$ cat src/rtl/delay_pkg.sv
// delay_pkg: shared definitions for the instruction-delay timer.
//   state_e          - FSM state encoding (IDLE=0, COUNT=1, DONE=2, REARM=3)
//   DEFAULT_TICK_DIV - clk cycles per duration unit (1 ms at 100 MHz)
//   DEFAULT_DUR_W    - width of the duration operand and remaining count
package delay_pkg;

  typedef enum logic [1:0] {
    IDLE  = 2'd0,
    COUNT = 2'd1,
    DONE  = 2'd2,
    REARM = 2'd3
  } state_e;

  localparam int DEFAULT_TICK_DIV = 100000;
  localparam int DEFAULT_DUR_W    = 16;

endpackage

$ cat src/rtl/tick_prescaler.sv
// tick_prescaler: free-running 0..TICK_DIV-1 counter producing the duration tick.
//   clk  - system clock
//   rst  - asynchronous active-low reset
//   en   - advance the counter this cycle (frozen when low)
//   clr  - force the counter back to 0 (takes priority over en)
//   tick - high in the cycle whose edge wraps the counter back to 0
module tick_prescaler
  import delay_pkg::*;
#(
  parameter int TICK_DIV = DEFAULT_TICK_DIV
) (
  input  logic clk,
  input  logic rst,
  input  logic en,
  input  logic clr,
  output logic tick
);

  localparam int CNT_W = $clog2(TICK_DIV);

  logic [CNT_W-1:0] cnt_q;
  logic [CNT_W-1:0] cnt_d;
  logic             at_top;

  // Compare at 32 bits so a TICK_DIV that is not a power of two is never truncated.
  always_comb begin
    at_top = (32'(cnt_q) == (TICK_DIV - 1));
    tick   = en && at_top;
    cnt_d  = cnt_q;
    if (clr) begin
      cnt_d = '0;
    end else if (en) begin
      cnt_d = at_top ? '0 : cnt_q + CNT_W'(1);
    end
  end

  always_ff @(posedge clk or negedge rst) begin
    if (!rst) begin
      cnt_q <= '0;
    end else begin
      cnt_q <= cnt_d;
    end
  end

endmodule

$ cat src/rtl/delay_timer.sv
// delay_timer: counts down a delay instruction's millisecond operand and returns
// a one-cycle count_done pulse that lets the program counter advance.
//   clk        - system clock
//   rst        - asynchronous active-low reset
//   delay      - current instruction is a delay (also keeps a running delay alive)
//   duration   - delay length in ticks, sampled on accept
//   hold       - PC halt: freezes counting and stretches DONE
//   count_done - high exactly while in DONE
//   busy       - high whenever not IDLE
//   remaining  - ticks left in the current delay, 0 when idle
module delay_timer
  import delay_pkg::*;
#(
  parameter int TICK_DIV = DEFAULT_TICK_DIV,
  parameter int DUR_W    = DEFAULT_DUR_W
) (
  input  logic             clk,
  input  logic             rst,
  input  logic             delay,
  input  logic [DUR_W-1:0] duration,
  input  logic             hold,
  output logic             count_done,
  output logic             busy,
  output logic [DUR_W-1:0] remaining
);

  state_e           state_q, state_d;
  logic             count_done_q, count_done_d;
  logic             busy_q, busy_d;
  logic [DUR_W-1:0] remaining_q, remaining_d;

  logic tick;
  logic presc_en;
  logic presc_clr;

  // Outside COUNT the prescaler sits at 0, so every countdown starts on a fresh period.
  assign presc_en  = (state_q == COUNT) && !hold;
  assign presc_clr = (state_q != COUNT);

  tick_prescaler #(
    .TICK_DIV(TICK_DIV)
  ) u_prescaler (
    .clk (clk),
    .rst (rst),
    .en  (presc_en),
    .clr (presc_clr),
    .tick(tick)
  );

  // Abort (delay low) wins over hold in COUNT; tick is already gated by hold.
  // Outputs are derived from the next state so they are registered with it.
  always_comb begin
    state_d     = state_q;
    remaining_d = remaining_q;
    case (state_q)
      IDLE: begin
        remaining_d = '0;
        if (delay && !hold) begin
          remaining_d = duration;
          state_d     = (duration != '0) ? COUNT : DONE;
        end
      end
      COUNT: begin
        if (!delay) begin
          remaining_d = '0;
          state_d     = IDLE;
        end else if (tick) begin
          if (remaining_q == DUR_W'(1)) begin
            remaining_d = '0;
            state_d     = DONE;
          end else begin
            remaining_d = remaining_q - DUR_W'(1);
          end
        end
      end
      DONE: begin
        remaining_d = '0;
        if (!hold) begin
          state_d = REARM;
        end
      end
      REARM: begin
        remaining_d = '0;
        state_d     = IDLE;
      end
      default: begin
        remaining_d = '0;
        state_d     = IDLE;
      end
    endcase
    count_done_d = (state_d == DONE);
    busy_d       = (state_d != IDLE);
  end

  always_ff @(posedge clk or negedge rst) begin
    if (!rst) begin
      state_q      <= IDLE;
      count_done_q <= 1'b0;
      busy_q       <= 1'b0;
      remaining_q  <= '0;
    end else begin
      state_q      <= state_d;
      count_done_q <= count_done_d;
      busy_q       <= busy_d;
      remaining_q  <= remaining_d;
    end
  end

  assign count_done = count_done_q;
  assign busy       = busy_q;
  assign remaining  = remaining_q;

endmodule

$ cat config.mk
export PLATFORM = sky130hd
export DESIGN_NAME = delay_timer
export DESIGN_NICKNAME = d
export VERILOG_FILES = /design/src/rtl/delay_pkg.sv /design/src/rtl/tick_prescaler.sv /design/src/rtl/delay_timer.sv
export SDC_FILE = /design/constraint.sdc
export NUM_CORES = 1
export LEC_CHECK = 0
export BUFFER_PORTS_ARGS = -buffer_cell sky130_fd_sc_hd__buf_4
export CAP_MARGIN = 20
export CORE_ASPECT_RATIO = 1.4
export CORE_MARGIN = 10
export CORE_UTILIZATION = 45
export CTS_CLUSTER_DIAMETER = 150
export DETAILED_ROUTE_END_ITERATION = 10
export PLACE_DENSITY_LB_ADDON = 0.1
export SKIP_CTS_REPAIR_TIMING = 1
export SYNTH_ARGS = -nofsm -noshare
export SYNTH_HDL_FRONTEND = slang
export SYNTH_SLANG_ARGS = --single-unit
$ cat constraint.sdc
create_clock -name clk -period 3.1 [get_ports clk]
set_clock_uncertainty 0.1 [all_clocks]
set_input_delay 0.465 -clock clk [delete_from_list [all_inputs] [get_ports clk]]
set_output_delay 0.465 -clock clk [all_outputs]
set_load 0.005 [all_outputs]
# Yosys cells after proc, flatten, opt, wreduce, memory -nomap -nowiden
# Cells that the tools add are included.
# totals
reg_bits	37
in_bits	20
# classes
n_mux	15
addsub	2
n_eq_ne	8
reduce_logical	9
# ops
cell	n
16-bit 2-to-1 mux	4
17-bit 2-to-1 mux	3
16-bit case mux with 3 select lines	1
17-bit by 1-bit adder with 17-bit output (second input constant)	1
17-bit equality test (second input constant)	1
16-bit by 1-bit equality test with 1-bit output (second input constant)	1
16-bit nonzero test	1
16-bit by 1-bit subtractor with 16-bit output (second input constant)	1
2-bit 2-to-1 mux	6
2-bit case mux with 4 select lines	1
2-bit equality test (second input constant)	3
2-bit nonzero test	2
1-bit logical AND	3
3-bit inequality test (second input constant)	1
2-bit by 1-bit equality test with 1-bit output (second input constant)	1
2-bit zero test	1
2-bit by 1-bit inequality test with 1-bit output (second input constant)	1
2-bit OR reduction	1
1-bit zero test	1

# Depth between registers and ports, before layout
# logic_depth
ltp_word	7
depth_mapped	8
depth_no_buf	7

# Hierarchy
# Synthesis repeated with hierarchy kept, for this count alone.
# hier_totals
cells_unflattened	259
area_unflattened_um2	2389.8
# by_module_without_submodules
module	area_each_um2	cells_each	instances
delay_timer	1347.5	150	1
tick_prescaler	1042.2	109	1

# Worst setup path after synthesis
# OpenSTA, ideal clock, no wires.
# synth_path
path_kind	register to register
start	reg u_prescaler.cnt_q[8]
end	reg busy_q (netlist: busy)
setup_ps	132
slack_ps	749
arrival_time_ps	2119
required_ps	2868
stages_incl_launch_ff	7
cell_sequence	dfrtp_1 or4b_1 or4_4 o21ai_2 buf_4 nand2_2 or3b_1
# synth_between
elab_chain_len	6
# synth_lines
item	line_no	source
start, declared	tick_prescaler.sv:21	logic [CNT_W-1:0] cnt_q;
start signal, assigned	tick_prescaler.sv:41	cnt_q <= cnt_d;
17-bit equality test	tick_prescaler.sv:27	at_top = (32'(cnt_q) == (TICK_DIV - 1));
1-bit logical AND	tick_prescaler.sv:28	tick = en && at_top;
2-bit 2-to-1 mux	delay_timer.sv:67	end else if (tick) begin
2-bit 2-to-1 mux	delay_timer.sv:64	if (!delay) begin
2-bit case mux with 4 select lines	delay_timer.sv:55	case (state_q)
2-bit nonzero test	delay_timer.sv:92	busy_d = (state_d != IDLE);
via busy_d	delay_timer.sv:29	logic busy_q, busy_d;
end signal, assigned	delay_timer.sv:104	busy_q <= busy_d;
end, declared	delay_timer.sv:29	
# The timed path passes the listed nets, and every way through them passes these cells.
# A chain may end at the register's enable or synchronous reset.

# Final worst setup path
# layout_path
start	reg u_prescaler.cnt_q[8]
end	reg remaining_q[9] (netlist: remaining[9])
# layout_between
elab_chain_len	3
# layout_lines
item	line_no	source
17-bit equality test	tick_prescaler.sv:27	
1-bit logical AND	tick_prescaler.sv:28	
3-bit inequality test (no line)	-	
end signal, assigned	delay_timer.sv:105	remaining_q <= remaining_d;
end, declared	delay_timer.sv:30	logic [DUR_W-1:0] remaining_q, remaining_d;
# Every way passes these cells.

==> impl_metrics.csv <==
group,metric,value,unit
run_status,outcome,"complete, no violations",
setup_path,startpoint,"u_prescaler.cnt_q[8]",
setup_path,worstPathArrival,2.68,ns
setup_path,slowest_stage,"or4b_1",
setup_path,critical_path_buf_inv_count,1,
route,drc,0,
route,dr.pass1.iters,4,
sta,fin_setup_tns,0,ns
clock_tree,cts_made_buffers,5,
min_path,min_path_type,"input port to async pin",
global_routing,grt_pass1_wl,10360,um
synthesis,synth_nets,287,
synthesis,synth-simple-area-share,0.2852,
route,vias,2170,
synthesis,muxShareOfSynthArea,0.01831,
sta,period_needed,2.597,ns
setup_path,required,3.18,ns
floorplan,dieArea,8282,um2
layout,final_layout_size_suffix_gt1_frac,0.1922,
synthesis,netlist_area,2255,um2
sta,rsz0062_at_grt,"false",
floorplan,die_h,103.8,um
synthesis,synthAdderAreaFrac,0.01665,
setup_path,reg2reg_to,"remaining[9]",
floorplan,boundaryPins,38,
layout,antennaDiodeCount,0,
route,post_drt_wl_per_cell,16.63,um
synthesis,syn_inst,264,
clock_tree,clk_pin_slew,0.07,ns
floorplan,rows,30,
setup_path,critical_path_class,"flip-flop to flip-flop",
setup_path,path_cells,"or4b_1, or4_4, o21ai_2, buf_4, o21ai_0, a22o_1",
sta,worst_pin_slew,0.7799,ns
sta,timing.final.crit_share,0.8377,
synthesis,ys.warnings.count,0,
global_routing,grt_pass1_vias,2201,
layout,syn_to_final_growth,21.20,%
setup_path,path_max_fanout,16,
power_and_ir_drop,leakage,1.208,nW
sta,fmax,385.1,MHz
clock_tree,root_buffer,"clkbuf_8",
power_and_ir_drop,power.density,804.1,nW/um2
floorplan,start_util,0.4656,
setup_path,reg2reg_depth,6,
synthesis,synth_top_family_by_area,"simple AND/OR/NAND/NOR gates",
global_routing,grt_max_degree,38,
synthesis,async_flop_share,1.000,
setup_path,endpoint_kind,"flip-flop",
placed_design,gp_congestion,0.9228,
clock_tree,clock_path_buffers,2,
clock_tree,clk_latency,0.29,ns
global_routing,antenna_found_initial,0,
sta,setup_viol,0,
sta,slew_headroom,0.4782,
setup_path,worstSetupStartpointType,"flip-flop",
power_and_ir_drop,vdd_drop_max,0.0004149,V
floorplan,dieWidth,79.83,um
synthesis,ys.flop_type,"dfrtp_1",
placed_design,port_buffers,37,
power_and_ir_drop,power,2.197,mW
layout,mostFrequentLayoutCells,"buf_4 (44), nand2_1 (40), dfrtp_1 (37), o21ai_0 (21), nor2_1 (16)",
layout,layoutNonFillerInstCount,371,
synthesis,synth-xor-area-share,0.02331,
clock_tree,clock-sinks,37,
route,drtIter0Drc,63,
synthesis,yosysSeqAreaShare,0.4107,
floorplan,coreArea,4842,um2
global_routing,grt_use_total,0.1532,
setup_path,ff2ff_setup_slack,0.50,ns
synthesis,synth_compound_area_frac,0.2098,
synthesis,avgSynthCellArea,8.540,um2
synthesis,synth_edf_count,0,
setup_path,slowest_delay,0.55,ns
clock_tree,cts_tree,"built",
setup_path,r2r_start,"u_prescaler.cnt_q[8]",
route,vias_per_cell,5.849,
placed_design,dpl.cell_count,363,
synthesis,ys_ff_latch,37,
route,routed_wl,6168,um
layout,nets,329,
clock_tree,htree_levels,2,
sta,slew_violations,0,
synthesis,ys_types,50,
route,drtAntennaViolNets,0,
setup_path,cp_top_family,"simple AND/OR/NAND/NOR gates",
sta,hold_ws,0.03487,ns
placed_design,dpl.hpwl,4644,um
sta,hold_viol,0,
global_routing,overflow,0,
layout,final_common_cell,"buf_4",
flow_run,drv_cap,0,
## state kept, by name, indices dropped and copies added (netlist names)
name               count
remaining             16
count_done             1
state_q                2
u_prescaler.cnt_q     17
busy                   1
## area by class of cell
class                   instances  area (um2)
fillers                       462        2110
multi-input cells             207        1254
flip-flops and latches         37       925.9
repair buffers                 44       330.3
clock buffers                   7       96.34
well taps                      64       80.08
inverters                      11       41.29
clock inverters                 1       5.005
## layer usage
metal | up-vias | track usage | share of wire
met1 | 1031 | 0.1691 | 0.41
met4 | 0 | 0.08838 | 0.036
met5 | - | 0 | 0
met2 | 57 | 0.2592 | 0.51
met3 | 17 | 0.03201 | 0.035
li1 | 1065 | - | -
## Yosys cell counts, drive strengths merged, types with 2 or more instances
library cell	n	area, um2
a21o	5	37.54
a21oi	11	55.05
a221oi	3	26.28
a22o	8	70.07
and2	4	25.02
and3	3	18.77
buf	2	12.51
clkbuf	7	27.52
dfrtp	37	925.9
ha	3	37.54
inv	11	41.29
mux2i	3	30.03
nand2	41	156.4
nand2b	5	31.28
nand3	11	55.05
nand4	4	25.02
nor2	16	60.06
nor3	11	55.05
nor3b	2	15.01
nor4	8	50.05
nor4b	3	26.28
o211ai	2	15.01
o21ai	24	123.9
o31ai	5	37.54
o41ai	4	35.03
or3	6	37.54
or4	4	33.78
xnor2	4	35.03
xor2	2	17.52
## kinds of logic (layout without fill, tap and decap cells)
kind of cell,count (synthesis),in the layout
compound gates,70,70
xor+xnor,6,6
fa+ha+maj,3,3
buf+inv,20,63
flops,37,37
mux,4,4
simple gates,124,124
## how the worst max path moves through the flow
stage	cells past startpoint	to	slack (ns)
4_1_cts	6	remaining[9]	0.52
5_1_grt	6	remaining[9]	0.43
2_1_floorplan	6	busy	0.75
6_report	6	remaining[9]	0.50
3_3_place_gp	6	remaining[9]	0.60
3_5_place_dp	6	remaining[9]	0.55
## stage by stage
step | worst slack [ns] | instance area (um2) | utilization
2_1_floorplan | 0.7492 | 2255 | -
3_3_place_gp | 0.6030 | 2631 | 0.5434
3_5_place_dp | 0.5455 | 2631 | 0.5434
4_1_cts | 0.5212 | 2733 | 0.5643
5_1_grt | 0.4259 | 2733 | 0.5643
6_report | 0.5032 | 2733 | 0.5643
## worst reg2reg max path, delay by kind of cell, from the launching register on
family,cells,cell delay (ns)
AO/OA/AOI/OAI,3,0.62
flip-flops,1,0.41
buffers and inverters,1,0.27
AND/OR/NAND/NOR,2,1.09
## power breakdown
| part | switching, mW | internal, mW | total, mW |
|---|---|---|---|
| clock | 0.173 | 0.201 | 0.374 |
| combinational | 0.593 | 0.484 | 1.08 |
| sequential | 0.152 | 0.594 | 0.746 |
| total | 0.918 | 1.28 | 2.20 |
(Power assumes the default switching activity.)
